===== src/rtl/ccsds_cube_feeder_if.sv =====
// Raw-data word stream from the cube feeder to the compressor core.
interface ccsds_cube_feeder_if #(
    parameter int unsigned LANES  = 2,
    parameter int unsigned LANE_W = 16
);
    logic                    cmprs_rdf_data_ready;
    logic                    cmprs_rdf_data_valid;
    logic [LANES*LANE_W-1:0] cmprs_rdf_rd_data;
    logic                    cmprs_rdf_data_end;
    logic [LANES-1:0]        lane_mask;

    modport master (
        input  cmprs_rdf_data_ready,
        output cmprs_rdf_data_valid,
        output cmprs_rdf_rd_data,
        output cmprs_rdf_data_end,
        output lane_mask
    );

    modport slave (
        output cmprs_rdf_data_ready,
        input  cmprs_rdf_data_valid,
        input  cmprs_rdf_rd_data,
        input  cmprs_rdf_data_end,
        input  lane_mask
    );
endinterface


===== src/rtl/ccsds_cube_feeder.sv =====
// Cube-sample source: issues cfg_en, then walks an X*Y*Z cube in BSQ/BIL/BIP order
// and streams LANES packed samples per word over a valid/ready handshake.
module ccsds_cube_feeder #(
    parameter int unsigned X_LEN    = 11,
    parameter int unsigned Y_LEN    = 6,
    parameter int unsigned Z_LEN    = 8,
    parameter int unsigned SAMPLE_W = 12,
    parameter int unsigned LANE_W   = 16,
    parameter int unsigned LANES    = 2,
    parameter int unsigned CFG_GAP  = 4
) (
    input  logic                sclk,
    input  logic                rst,
    input  logic                start,
    input  logic                abort,
    input  logic [X_LEN-1:0]    X_max_in,
    input  logic [Y_LEN-1:0]    Y_max_in,
    input  logic [Z_LEN-1:0]    Z_max_in,
    input  logic [1:0]          mode_in,
    input  logic [SAMPLE_W-1:0] seed,
    output logic [X_LEN-1:0]    X_max,
    output logic [Z_LEN-1:0]    Z_max,
    output logic [1:0]          mode,
    output logic                cfg_en,
    ccsds_cube_feeder_if.master rdf,
    output logic                busy,
    output logic                done,
    output logic                cfg_err
);
    localparam int unsigned GAP_W = (CFG_GAP > 1) ? $clog2(CFG_GAP) : 1;

    typedef enum logic [2:0] {S_IDLE, S_CFG, S_GAP, S_STREAM, S_DONE} state_e;
    typedef enum logic [1:0] {M_BSQ = 2'd0, M_BIL = 2'd1, M_BIP = 2'd2, M_RSVD = 2'd3} mode_e;

    state_e                  state_q;
    mode_e                   mode_q;
    logic [GAP_W-1:0]        gap_q;
    logic [X_LEN-1:0]        xm_q;
    logic [Y_LEN-1:0]        ym_q;
    logic [Z_LEN-1:0]        zm_q;
    logic [SAMPLE_W-1:0]     seed_q;
    logic [X_LEN-1:0]        pos_x_q, nx_d;
    logic [Y_LEN-1:0]        pos_y_q, ny_d;
    logic [Z_LEN-1:0]        pos_z_q, nz_d;
    logic                    cfg_en_q, valid_q, end_q, busy_q, done_q, cfg_err_q;
    logic [LANES*LANE_W-1:0] data_q, word_d;
    logic [LANES-1:0]        mask_q, mask_d;
    logic                    end_d;

    function automatic logic [SAMPLE_W-1:0] sample_at(
        input logic [SAMPLE_W-1:0] s,
        input logic [X_LEN-1:0]    x,
        input logic [Y_LEN-1:0]    y,
        input logic [Z_LEN-1:0]    z
    );
        return s + SAMPLE_W'(x) + (SAMPLE_W'(y) << 1) + (SAMPLE_W'(z) << 2);
    endfunction

    // pos_*_q points at the first sample of the next word; build it plus the follow-on position.
    always_comb begin
        word_d = '0;
        mask_d = '0;
        end_d  = 1'b0;
        nx_d   = pos_x_q;
        ny_d   = pos_y_q;
        nz_d   = pos_z_q;
        for (int unsigned l = 0; l < LANES; l++) begin
            if (!end_d) begin
                word_d[l*LANE_W +: LANE_W] = LANE_W'(sample_at(seed_q, nx_d, ny_d, nz_d));
                mask_d[l] = 1'b1;
                if (nx_d == xm_q && ny_d == ym_q && nz_d == zm_q) begin
                    end_d = 1'b1;
                end else begin
                    case (mode_q)
                        M_BIL: begin
                            if (nx_d != xm_q) nx_d = nx_d + X_LEN'(1);
                            else begin
                                nx_d = '0;
                                if (nz_d != zm_q) nz_d = nz_d + Z_LEN'(1);
                                else begin
                                    nz_d = '0;
                                    ny_d = ny_d + Y_LEN'(1);
                                end
                            end
                        end
                        M_BIP: begin
                            if (nz_d != zm_q) nz_d = nz_d + Z_LEN'(1);
                            else begin
                                nz_d = '0;
                                if (nx_d != xm_q) nx_d = nx_d + X_LEN'(1);
                                else begin
                                    nx_d = '0;
                                    ny_d = ny_d + Y_LEN'(1);
                                end
                            end
                        end
                        default: begin
                            if (nx_d != xm_q) nx_d = nx_d + X_LEN'(1);
                            else begin
                                nx_d = '0;
                                if (ny_d != ym_q) ny_d = ny_d + Y_LEN'(1);
                                else begin
                                    ny_d = '0;
                                    nz_d = nz_d + Z_LEN'(1);
                                end
                            end
                        end
                    endcase
                end
            end
        end
    end

    always_ff @(posedge sclk) begin
        if (rst) begin
            state_q   <= S_IDLE;
            mode_q    <= M_BSQ;
            gap_q     <= '0;
            xm_q      <= '0;
            ym_q      <= '0;
            zm_q      <= '0;
            seed_q    <= '0;
            pos_x_q   <= '0;
            pos_y_q   <= '0;
            pos_z_q   <= '0;
            cfg_en_q  <= 1'b0;
            valid_q   <= 1'b0;
            end_q     <= 1'b0;
            busy_q    <= 1'b0;
            done_q    <= 1'b0;
            cfg_err_q <= 1'b0;
            data_q    <= '0;
            mask_q    <= '0;
        end else begin
            cfg_en_q  <= 1'b0;
            done_q    <= 1'b0;
            cfg_err_q <= 1'b0;
            case (state_q)
                S_IDLE: begin
                    if (start) begin
                        if (mode_in == M_RSVD) begin
                            cfg_err_q <= 1'b1;
                        end else begin
                            xm_q     <= X_max_in;
                            ym_q     <= Y_max_in;
                            zm_q     <= Z_max_in;
                            mode_q   <= mode_e'(mode_in);
                            seed_q   <= seed;
                            cfg_en_q <= 1'b1;
                            busy_q   <= 1'b1;
                            state_q  <= S_CFG;
                        end
                    end
                end
                S_CFG: begin
                    gap_q   <= '0;
                    pos_x_q <= '0;
                    pos_y_q <= '0;
                    pos_z_q <= '0;
                    state_q <= S_GAP;
                end
                S_GAP: begin
                    if (gap_q == GAP_W'(CFG_GAP - 1)) begin
                        valid_q <= 1'b1;
                        data_q  <= word_d;
                        mask_q  <= mask_d;
                        end_q   <= end_d;
                        pos_x_q <= nx_d;
                        pos_y_q <= ny_d;
                        pos_z_q <= nz_d;
                        state_q <= S_STREAM;
                    end else begin
                        gap_q <= gap_q + GAP_W'(1);
                    end
                end
                S_STREAM: begin
                    if (valid_q && rdf.cmprs_rdf_data_ready) begin
                        if (end_q) begin
                            valid_q <= 1'b0;
                            end_q   <= 1'b0;
                            done_q  <= 1'b1;
                            busy_q  <= 1'b0;
                            state_q <= S_DONE;
                        end else begin
                            data_q  <= word_d;
                            mask_q  <= mask_d;
                            end_q   <= end_d;
                            pos_x_q <= nx_d;
                            pos_y_q <= ny_d;
                            pos_z_q <= nz_d;
                        end
                    end
                end
                default: state_q <= S_IDLE;
            endcase
            // Abort overrides whatever the state above decided, including a same-cycle transfer.
            if (abort && (state_q == S_CFG || state_q == S_GAP || state_q == S_STREAM)) begin
                valid_q <= 1'b0;
                end_q   <= 1'b0;
                done_q  <= 1'b1;
                busy_q  <= 1'b0;
                state_q <= S_DONE;
            end
        end
    end

    assign X_max                    = xm_q;
    assign Z_max                    = zm_q;
    assign mode                     = mode_q;
    assign cfg_en                   = cfg_en_q;
    assign busy                     = busy_q;
    assign done                     = done_q;
    assign cfg_err                  = cfg_err_q;
    assign rdf.cmprs_rdf_data_valid = valid_q;
    assign rdf.cmprs_rdf_rd_data    = data_q;
    assign rdf.cmprs_rdf_data_end   = end_q;
    assign rdf.lane_mask            = mask_q;
endmodule


===== src/flat_wrapper.sv =====
// flat-port wrapper written by rule: the top's interface ports become plain ports
module ccsds_cube_feeder_flat 
#(
    parameter int unsigned X_LEN    = 11,
    parameter int unsigned Y_LEN    = 6,
    parameter int unsigned Z_LEN    = 8,
    parameter int unsigned SAMPLE_W = 12,
    parameter int unsigned LANE_W   = 16,
    parameter int unsigned LANES    = 2,
    parameter int unsigned CFG_GAP  = 4
)
  (sclk, rst, start, abort, X_max_in, Y_max_in, Z_max_in, mode_in, seed, X_max, Z_max, mode, cfg_en, busy, done, cfg_err, rdf_cmprs_rdf_data_ready, rdf_cmprs_rdf_data_valid, rdf_cmprs_rdf_rd_data, rdf_cmprs_rdf_data_end, rdf_lane_mask);
  ccsds_cube_feeder_if #(.LANES(LANES), .LANE_W(LANE_W)) rdf_i ();
  input  logic sclk;
  input  logic rst;
  input  logic start;
  input  logic abort;
  input  logic [X_LEN-1:0] X_max_in;
  input  logic [Y_LEN-1:0] Y_max_in;
  input  logic [Z_LEN-1:0] Z_max_in;
  input  logic [1:0] mode_in;
  input  logic [SAMPLE_W-1:0] seed;
  output logic [X_LEN-1:0] X_max;
  output logic [Z_LEN-1:0] Z_max;
  output logic [1:0] mode;
  output logic cfg_en;
  output logic busy;
  output logic done;
  output logic cfg_err;
  input wire logic [$bits(rdf_i.cmprs_rdf_data_ready)-1:0] rdf_cmprs_rdf_data_ready;
  output wire logic [$bits(rdf_i.cmprs_rdf_data_valid)-1:0] rdf_cmprs_rdf_data_valid;
  output wire logic [$bits(rdf_i.cmprs_rdf_rd_data)-1:0] rdf_cmprs_rdf_rd_data;
  output wire logic [$bits(rdf_i.cmprs_rdf_data_end)-1:0] rdf_cmprs_rdf_data_end;
  output wire logic [$bits(rdf_i.lane_mask)-1:0] rdf_lane_mask;
  assign rdf_i.cmprs_rdf_data_ready = rdf_cmprs_rdf_data_ready;
  assign rdf_cmprs_rdf_data_valid = rdf_i.cmprs_rdf_data_valid;
  assign rdf_cmprs_rdf_rd_data = rdf_i.cmprs_rdf_rd_data;
  assign rdf_cmprs_rdf_data_end = rdf_i.cmprs_rdf_data_end;
  assign rdf_lane_mask = rdf_i.lane_mask;
  ccsds_cube_feeder #(.X_LEN(X_LEN), .Y_LEN(Y_LEN), .Z_LEN(Z_LEN), .SAMPLE_W(SAMPLE_W), .LANE_W(LANE_W), .LANES(LANES), .CFG_GAP(CFG_GAP)) u_core (.sclk(sclk), .rst(rst), .start(start), .abort(abort), .X_max_in(X_max_in), .Y_max_in(Y_max_in), .Z_max_in(Z_max_in), .mode_in(mode_in), .seed(seed), .X_max(X_max), .Z_max(Z_max), .mode(mode), .cfg_en(cfg_en), .rdf(rdf_i), .busy(busy), .done(done), .cfg_err(cfg_err));
endmodule

===== config.mk =====
export PLATFORM = sky130hd
export DESIGN_NAME = ccsds_cube_feeder_flat
export DESIGN_NICKNAME = d
export VERILOG_FILES = /design/src/rtl/ccsds_cube_feeder_if.sv /design/src/rtl/ccsds_cube_feeder.sv /design/src/flat_wrapper.sv
export SDC_FILE = /design/constraint.sdc
export NUM_CORES = 1
export LEC_CHECK = 0
export ABC_AREA = 1
export BUFFER_PORTS_ARGS = -buffer_cell sky130_fd_sc_hd__buf_2
export CAP_MARGIN = 15
export CORE_ASPECT_RATIO = 1.75
export CORE_MARGIN = 2
export CORE_UTILIZATION = 60
export DETAILED_ROUTE_END_ITERATION = 7
export GPL_ROUTABILITY_DRIVEN = 0
export PLACE_DENSITY = 0.82
export SLEW_MARGIN = 10
export SYNTH_ARGS = -nofsm -noshare
export SYNTH_HDL_FRONTEND = slang
export SYNTH_SLANG_ARGS = --single-unit

===== constraint.sdc =====
create_clock -name sclk -period 7.78 [get_ports sclk]
set_clock_uncertainty 0.2 [all_clocks]
set_input_delay 1.167 -clock sclk [delete_from_list [all_inputs] [get_ports sclk]]
set_output_delay 1.167 -clock sclk [all_outputs]
set_load 0.02 [all_outputs]

==> results of run 1 <==
[sequential cells by signal, indices dropped and copies added (netlist names), 2 cells and up]
signal and cells:
u_core.rdf.cmprs_rdf_rd_data 24, u_core.seed_q 12, u_core.X_max 11, u_core.pos_x_q 11, u_core.Z_max 8, u_core.pos_z_q 8, u_core.pos_y_q 6, u_core.ym_q 6
u_core.state_q 3, u_core.gap_q 2, u_core.mode 2, u_core.rdf.lane_mask 2
[cells in the mapped netlist (8+ instances only)]
library cell,count,share of area (%)
nand2_1,476,20
a21oi_1,115,6.3
nand4_1,11,0.76
nor2_1,98,4.0
xnor2_1,12,1.2
buf_6,8,0.99
inv_2,23,0.95
buf_2,10,0.55
inv_1,166,6.9
o21ai_1,10,0.55
fa_1,30,6.6
nor2_2,8,0.55
xor2_1,14,1.3
o21ai_0,77,4.2
dfxtp_1,101,22
nand3_2,8,0.88
nand2_4,8,0.99
ha_1,41,5.6
buf_4,11,0.91
nor3_1,14,0.77
nand2_2,20,1.4
clkbuf_1,30,1.2
nand3_1,136,7.5
[power breakdown]
part	total (mW)	switching [mW]	leakage (nW)	internal, mW
clock network	0.475	0.219	0.150	0.256
logic	2.49	1.72	4.20	0.770
registers	0.782	0.140	0.826	0.642
[stage by stage]
stage,instances,hold slack (ns),util (%),instance area [sq um],setup WS [ns]
2_1_floorplan,1476,0.264,-,9110,2.90
3_3_place_gp,1700,0.248,64.2,9530,1.94
3_5_place_dp,1700,0.251,64.2,9530,1.78
4_1_cts,1716,0.268,66.3,9840,1.77
5_1_grt,1716,0.290,66.3,9840,1.18
6_report,1716,0.265,66.3,9840,1.68
[area by class of cell]
cell class                      count  area (sq um)  area share, %
Tap cell                          183           229           2.33
Timing Repair Buffer              101           518           5.26
Sequential cell                   101          2020           20.5
Clock buffer                        9           225           2.29
Clock inverter                      7          82.6          0.839
Inverter                          192           724           7.36
Multi-Input combinational cell   1123          6040           61.4
[worst reg2reg max path: stages, from the launching register on]
cell      delay [ns]
dfxtp_1         0.51
nand2_1         0.10
nand2_1         0.08
nand2_1         0.09
nor2_4          0.13
nand2_2         0.07
nor2_4          0.53
nand3_4         0.58
nand3_1         0.28
nand2_1         0.32
fa_1            0.64
inv_1           0.06
fa_1            0.44
inv_1           0.06
ha_1            0.13
inv_1           0.07
fa_1            0.41
o21ai_0         0.32
a21oi_1         0.10
o21ai_0         0.20
inv_1           0.06
nor2_1          0.12
nor2_1          0.05
o21bai_1        0.15
a21oi_1         0.08
o21ai_0         0.09
a21oi_1         0.08
[worst paths after layout]
path | slack [ns] | end
worst max-delay path | 1.68 | u_core.rdf.cmprs_rdf_rd_data[26]
worst min-delay path | 0.26 | u_core.rdf.lane_mask[1]
worst max register to register | 1.68 | u_core.rdf.cmprs_rdf_rd_data[26]
worst min register to register | 0.26 | u_core.rdf.lane_mask[1]
[cells by family after synthesis]
family          after synthesis  synth area share, %
simple gates                796                 38.5
buf+inv                     252                 11.7
compound gates              222                 12.8
flops                       101                 22.2
fa+ha+maj                    71                 12.3
xor+xnor                     26                 2.51
other cells                   1               0.0413
[layer usage]
layer | vias to the layer above | global-route usage, %
met5 | - | 0
met4 | 0 | 28.8
met3 | 192 | 5.25
met2 | 528 | 61.8
met1 | 4502 | 37.7
li1 | 4779 | -
==> flow_metrics.env, run 1 <==
export IMPL_power_density_nw_per_um2=381
export IMPL_ys_warn_count=0
export IMPL_vias=10000
export IMPL_grt_usage_pct=35.6
export IMPL_root_buffer="clkbuf_16"
export IMPL_layout_common_cells="476 x nand2_1, 166 x inv_1, 136 x nand3_1, 115 x a21oi_1, 101 x dfxtp_1"
export IMPL_yosysUniqueCellTypes=43
export IMPL_critical_path_class="reg2reg"
export IMPL_crit_buf_inv=4
export IMPL_syn_area_per_cell_sq_um=6.19
export IMPL_required_ns=7.80
export IMPL_wl_met3_um=2240
export IMPL_io_pins=105
export IMPL_wl_per_cell_um=17.0
export IMPL_arrival_ns=6.12
export IMPL_die_w_um=97.0
export IMPL_synth_seq_cells=101
export IMPL_via_per_inst=5.83
export IMPL_ant_nets=0
export IMPL_drt_wl_total_um=29200
export IMPL_tns_ns=0
export IMPL_timing_rr_start="u_core.pos_x_q[0]"
export IMPL_vdd_drop_max_v=0.000218
export IMPL_clock_sinks=101
export IMPL_hold_buffers=0
export IMPL_cpPeakStageDelay_ns=0.64
export IMPL_clock_latency_ns=0.35
export IMPL_ctsHtreeMaxLevel=3
export IMPL_fin_crit_sh_pct=78.4
export IMPL_async_flop_share_pct=0
export IMPL_n_fill_cell=1403
export IMPL_global_route_overflow_total=0
export IMPL_cp_start_kind="flop"
export IMPL_post_cts_buffers=0
export IMPL_first_iter_violations=816
export IMPL_core_area_sq_um=14800
export IMPL_wl_met2_um=14400
export IMPL_setup_violations=0
export IMPL_crit_cells=26
export IMPL_dieArea_sq_um=16200
export IMPL_portBuffers=96
export IMPL_hp_start="u_core.rdf.lane_mask[1]"
export IMPL_cts_tree="done"
export IMPL_grt_pass1_vias=9462
export IMPL_grt_pass1_wl_um=46600
export IMPL_status="completed"
export IMPL_leakage_nw=5.18
export IMPL_netlist_area_sq_um=9090
export IMPL_num_antenna_cells=0
export IMPL_die_height_um=167
export IMPL_cp_max_fo=32
export IMPL_synth_seq_area_share_pct=22.2
export IMPL_row_count=59
export IMPL_wl_met1_um=9900
export IMPL_hpwl_um=22300
export IMPL_crit_family="simple AND/OR/NAND/NOR gates"
export IMPL_rsz0062_at_grt="no"
export IMPL_min_path_cells=2
export IMPL_end_kind="flop"
export IMPL_drv_slew=0
export IMPL_hold_violations=0
export IMPL_dr_max_layer_used="met4"
export IMPL_synthCells=1469
export IMPL_drt_pass1_iter_count=6
export IMPL_drive_gt1_share_pct=13.2
export IMPL_numCtsBuffers=9
export IMPL_synth_edf_count=0
export IMPL_clk_pin_slew_ns=0.08
export IMPL_syn_to_final_growth_pct=8.27
export IMPL_worstRegToRegCells=26
export IMPL_cap_viol_max_count=0
export IMPL_fin_nets=1643
export IMPL_maxSlewHeadroom_pct=35.5
export IMPL_cts_buffer_depth=2
export IMPL_startpoint="u_core.pos_x_q[0]"
export IMPL_worstMarginPinSlew_ns=0.967
export IMPL_final_common_cell="nand2_1"
export IMPL_cp_slowest_cell="fa_1"
export IMPL_synthFlopType="dfxtp_1"
export IMPL_max_clock_freq_mhz=164
export IMPL_grt_start_max_net_pins=50
export IMPL_initial_core_util_pct=61.2
export IMPL_post_cts_resized=0
export IMPL_hold_path_class="reg2reg"
export IMPL_antenna_found_initial=0
export IMPL_p_total_mw=3.75
export IMPL_drc_errors=0
export IMPL_period_minus_slack_ns=6.10
Note: power is estimated with default switching activity, not from simulation.
==> run 2: changes to the inputs <==
Clock period 7.78 ns to 6.3 ns, I/O delays scaled along.
==> run 2 against run 1 <==
Effect of this change:
- combinational power grew 26%
- clock power increased by 18%
- sequential share of layout area shrank 0.091 points
- hold slack gained 0.00052 ns
- design area increased by 0.45%
- setup slack got worse by 1.0 ns
- highest routed layer unchanged
==> flow_metrics.env, run 2 (synthesized netlist as in run 1, its figures left out) <==
export IMPL_crit_top_cell="nand2_1"
export IMPL_dieArea_sq_um=16200
export IMPL_global_route_overflow_total=0
export IMPL_cpPeakStageDelay_ns=0.59
export IMPL_setup_violations=0
export IMPL_root_buffer="clkbuf_16"
export IMPL_clock_latency_ns=0.36
export IMPL_grt_pass1_vias=9734
export IMPL_hold_buffers=0
export IMPL_end_kind="flop"
export IMPL_crit_family="simple AND/OR/NAND/NOR gates"
export IMPL_largest_reg_flops=24
export IMPL_drc_errors=0
export IMPL_arrival_ns=5.75
export IMPL_cp_start_kind="flop"
export IMPL_n_fill_cell=1409
export IMPL_cp_max_fo=22
export IMPL_cts_buffer_depth=2
export IMPL_max_clock_freq_mhz=177
export IMPL_antenna_found_initial=0
export IMPL_drt_pass1_iter_count=8
export IMPL_hpwl_um=22500
export IMPL_final_common_cell="nand2_1"
export IMPL_grt_usage_pct=36.4
export IMPL_row_count=59
export IMPL_via_per_inst=5.83
export IMPL_core_area_sq_um=14800
export IMPL_drv_slew=0
export IMPL_worstMarginPinSlew_ns=0.817
export IMPL_maxSlewHeadroom_pct=45.3
export IMPL_clk_pin_slew_ns=0.08
export IMPL_leakage_nw=5.21
export IMPL_hold_path_class="reg2reg"
export IMPL_layout_common_cells="476 x nand2_1, 166 x inv_1, 136 x nand3_1, 115 x a21oi_1, 101 x dfxtp_1"
export IMPL_syn_to_final_growth_pct=8.76
export IMPL_ant_nets=0
export IMPL_post_cts_buffers=0
export IMPL_rsz0062_at_grt="no"
export IMPL_required_ns=6.39
export IMPL_post_cts_resized=0
export IMPL_die_height_um=167
export IMPL_portBuffers=96
export IMPL_power_density_nw_per_um2=471
export IMPL_critical_path_class="reg2reg"
export IMPL_drt_wl_total_um=29900
export IMPL_die_w_um=97.0
export IMPL_hold_violations=0
export IMPL_status="completed"
export IMPL_cts_tree="done"
export IMPL_tns_ns=0
export IMPL_grt_pass1_wl_um=47400
export IMPL_grt_start_max_net_pins=50
export IMPL_ctsHtreeMaxLevel=3
export IMPL_first_iter_violations=682
export IMPL_numCtsBuffers=9
export IMPL_hold_worst_slack_ns=0.265
export IMPL_wl_per_cell_um=17.3
export IMPL_period_minus_slack_ns=5.67
export IMPL_num_antenna_cells=0
export IMPL_fin_nets=1652
export IMPL_crit_buf_inv=5
export IMPL_vdd_drop_max_v=0.000335
export IMPL_cap_viol_max_count=0
export IMPL_clock_sinks=101
export IMPL_initial_core_util_pct=61.2
export IMPL_cp_slowest_cell="fa_1"
export IMPL_fin_crit_sh_pct=89.9
export IMPL_io_pins=105
export IMPL_drive_gt1_share_pct=13.7
export IMPL_vias=10100
==> run 2: cell types whose count changed in the layout (fill, tap and decap cells not counted), sizes merged <==
cell      change
inv           -1
clkinvlp      +1
clkbuf        +1
bufinv        -1
buf           +9
==> run 2: power by group <==
part	total [mW]	leakage [nW]	switching [mW]	internal, mW
Sequential	0.951	0.826	0.158	0.793
Combinational	3.14	4.25	2.17	0.970
Clock	0.560	0.133	0.284	0.276
Total	4.66	5.21	2.62	2.04
==> run 2: worst reg2reg max path: cells and delay by family (launching register included) <==
family,cells,cell delay (ns)
AND/OR/NAND/NOR,18,1.91
flip-flops,1,0.53
buffers and inverters,5,0.50
AO/OA/AOI/OAI,8,1.04
adder cells (fa/ha/maj),3,1.44
==> run 2: worst paths after layout <==
| kind | slack [ns] | start | end | cells after the start |
|---|---|---|---|---|
| setup / recovery | 0.63 | u_core.pos_x_q[5] | u_core.rdf.cmprs_rdf_rd_data[27] | 34 |
| hold / removal | 0.27 | u_core.rdf.cmprs_rdf_rd_data[24] | u_core.rdf.cmprs_rdf_rd_data[24] | 2 |
| setup reg to reg | 0.63 | u_core.pos_x_q[5] | u_core.rdf.cmprs_rdf_rd_data[27] | 34 |
| hold reg to reg | 0.27 | u_core.rdf.cmprs_rdf_rd_data[24] | u_core.rdf.cmprs_rdf_rd_data[24] | 2 |
==> run 2: layout make-up <==
type / count / area, sq um / area share [%]
Multi-Input combinational cell: 1123 / 6040 / 61.1
Sequential cell: 101 / 2020 / 20.5
Inverter: 192 / 724 / 7.33
Timing Repair Buffer: 110 / 586 / 5.92
Clock buffer: 10 / 229 / 2.32
Tap cell: 183 / 229 / 2.32
Clock inverter: 6 / 55.1 / 0.557
==> run 2: per-layer routing <==
layer	global-route usage, %	wire, um
met1	37.0	9940
met2	63.1	14600
met3	6.50	2310
met4	31.8	3050
met5	0	0
==> run 2: metrics by stage <==
| stage | worst slack, ns | area (sq um) | power [mW] | util, % | cells |
|---|---|---|---|---|---|
| after floorplan | 1.42 | 9110 | 3.19 | - | 1476 |
| after global placement | 0.868 | 9600 | 3.96 | 64.7 | 1709 |
| after detailed placement | 0.793 | 9600 | 4.01 | 64.7 | 1709 |
| after CTS | 0.782 | 9880 | 4.59 | 66.6 | 1725 |
| after global routing | 0.205 | 9880 | 5.02 | 66.6 | 1725 |
| final | 0.634 | 9880 | 4.66 | 66.6 | 1725 |
==> run 3: changes to the inputs <==
Settings changed: BUFFER_PORTS_ARGS -buffer_cell sky130_fd_sc_hd__buf_2 to unset, DONT_BUFFER_PORTS set to 1, PLACE_DENSITY 0.82 to 0.76.
==> run 3 against run 2 <==
Effect of this change:
- fmax shrank 1.7%
- first-iteration DRC count shrank 3.8%
- global-route usage shrank 1.3 points
- via count shrank 5.3%
- die area is the same
- setup slack lost 0.098 ns
- hold slack gained 0.049 ns
- sequential share of layout area grew 0.98 points
- flip-flop and latch count is the same
==> flow_metrics.env, run 3 (synthesized netlist as in run 1, its figures left out) <==
export IMPL_status="completed"
export IMPL_rsz0062_at_grt="no"
export IMPL_grt_start_max_net_pins=50
export IMPL_max_clock_freq_mhz=174
export IMPL_power_frac_seq_pct=23.5
export IMPL_wl_met1_um=10000
export IMPL_wl_met3_um=1940
export IMPL_numCtsBuffers=9
export IMPL_row_count=59
export IMPL_root_buffer="clkbuf_16"
export IMPL_end_kind="flop"
export IMPL_p_int_mw=2.02
export IMPL_cts_buffer_depth=2
export IMPL_drc_errors=0
export IMPL_antenna_found_initial=0
export IMPL_vdd_drop_max_v=0.000313
export IMPL_dr_max_layer_used="met4"
export IMPL_setup_violations=0
export IMPL_drt_wl_total_um=28900
export IMPL_worstMarginPinSlew_ns=0.837
export IMPL_regArea_sq_um=2020
export IMPL_p_switching_mw=2.55
export IMPL_grt_pass1_vias=9183
export IMPL_core_area_sq_um=14800
export IMPL_largest_reg_flops=24
export IMPL_wl_per_cell_um=17.7
export IMPL_cpPeakStageDelay_ns=0.64
export IMPL_clock_latency_ns=0.36
export IMPL_power_frac_comb_pct=63.5
export IMPL_num_antenna_cells=0
export IMPL_multi_input_area_sq_um=6040
export IMPL_critical_path_class="reg2reg"
export IMPL_ctsHtreeMaxLevel=3
export IMPL_leakage_nw=4.78
export IMPL_grt_pass1_wl_um=45500
export IMPL_layout_common_cells="476 x nand2_1, 166 x inv_1, 136 x nand3_1, 115 x a21oi_1, 101 x dfxtp_1"
export IMPL_maxSlewHeadroom_pct=44.1
export IMPL_switching_share_pct=55.7
export IMPL_post_cts_resized=0
export IMPL_drive_gt1_share_pct=8.02
export IMPL_grt_usage_pct=35.2
export IMPL_syn_to_final_growth_pct=3.80
export IMPL_ant_nets=0
export IMPL_initial_core_util_pct=61.2
export IMPL_portBuffers=0
export IMPL_drv_slew=0
export IMPL_required_ns=6.39
export IMPL_final_common_cell="nand2_1"
export IMPL_tns_ns=0
export IMPL_hold_path_class="reg2reg"
export IMPL_hpwl_um=22200
export IMPL_io_pins=105
export IMPL_vias=9525
export IMPL_drt_pass1_iter_count=8
export IMPL_via_per_inst=5.84
export IMPL_cp_max_fo=32
export IMPL_hold_violations=0
export IMPL_p_clk_share_pct=13.0
export IMPL_period_minus_slack_ns=5.76
export IMPL_fin_util_pct=63.6
export IMPL_clock_sinks=101
export IMPL_post_cts_buffers=0
export IMPL_startpoint="u_core.pos_y_q[2]"
export IMPL_cp_slowest_cell="dfxtp_1"
export IMPL_n_fill_cell=1421
export IMPL_dieArea_sq_um=16200
export IMPL_fin_nets=1557
export IMPL_timing_rr_start="u_core.pos_y_q[2]"
export IMPL_clk_pin_slew_ns=0.08
export IMPL_cp_start_kind="flop"
export IMPL_hold_buffers=0
export IMPL_die_height_um=167
export IMPL_first_iter_violations=656
export IMPL_die_w_um=97.0
export IMPL_hp_start="u_core.state_q[0]"
export IMPL_cts_tree="done"
export IMPL_fin_crit_sh_pct=91.5
export IMPL_wl_met2_um=14700
export IMPL_power_density_nw_per_um2=485
export IMPL_cap_viol_max_count=0
export IMPL_global_route_overflow_total=0
export IMPL_arrival_ns=5.86
[run 3: path summary, 6_finish.rpt]
path / endpoint / slack [ns] / cells past startpoint
worst max-delay path: u_core.rdf.cmprs_rdf_rd_data[27] / 0.54 / 34
worst min-delay path: u_core.state_q[0] / 0.31 / 2
worst max register to register: u_core.rdf.cmprs_rdf_rd_data[27] / 0.54 / 34
worst min register to register: u_core.state_q[0] / 0.31 / 2
[run 3: cell type report]
cell class	instances	share of cell area (%)
clock buffers	10	2.43
clock inverters	6	0.822
inverters	192	7.68
multi-input cells	1123	64.0
flip-flops and latches	101	21.4
well taps	183	2.43
repair buffers	15	1.19
[run 3: worst max-delay path: cells and delay by family, from the launching register on]
family                     cells  cell delay (ns)
buffers and inverters          7             0.66
DFF                            1             0.64
adders and majority gates      3             1.37
and+or+nand+nor               17             1.93
AOI/OAI and AO/OA              7             0.90
[run 3: through the flow]
step	power [mW]	area, sq um	setup slack (ns)	hold slack (ns)	std cells
after floorplan	3.19	9110	1.42	0.264	1476
after global placement	3.89	9130	0.751	0.290	1614
after detailed placement	3.92	9130	0.657	0.296	1614
after CTS	4.52	9430	0.629	0.307	1630
after global routing	4.95	9430	0.0731	0.333	1630
final	4.57	9430	0.537	0.315	1630
[run 3: per-layer routing]
layer	up-vias	GRT usage (%)
met5	-	0
met3	168	5.62
met1	4288	36.9
met2	459	62.0
li1	4610	-
met4	0	26.7
[run 3: power by group through the flow]
| stage | sequential [mW] | clock [mW] | combinational, mW |
|---|---|---|---|
| detailed placement | 1.09 | 0 | 2.83 |
| CTS | 1.07 | 0.594 | 2.85 |
| global placement | 1.09 | 0 | 2.80 |
| finish | 1.08 | 0.593 | 2.90 |
| floorplan | 1.03 | 0 | 2.17 |
| global route | 1.09 | 0.616 | 3.24 |
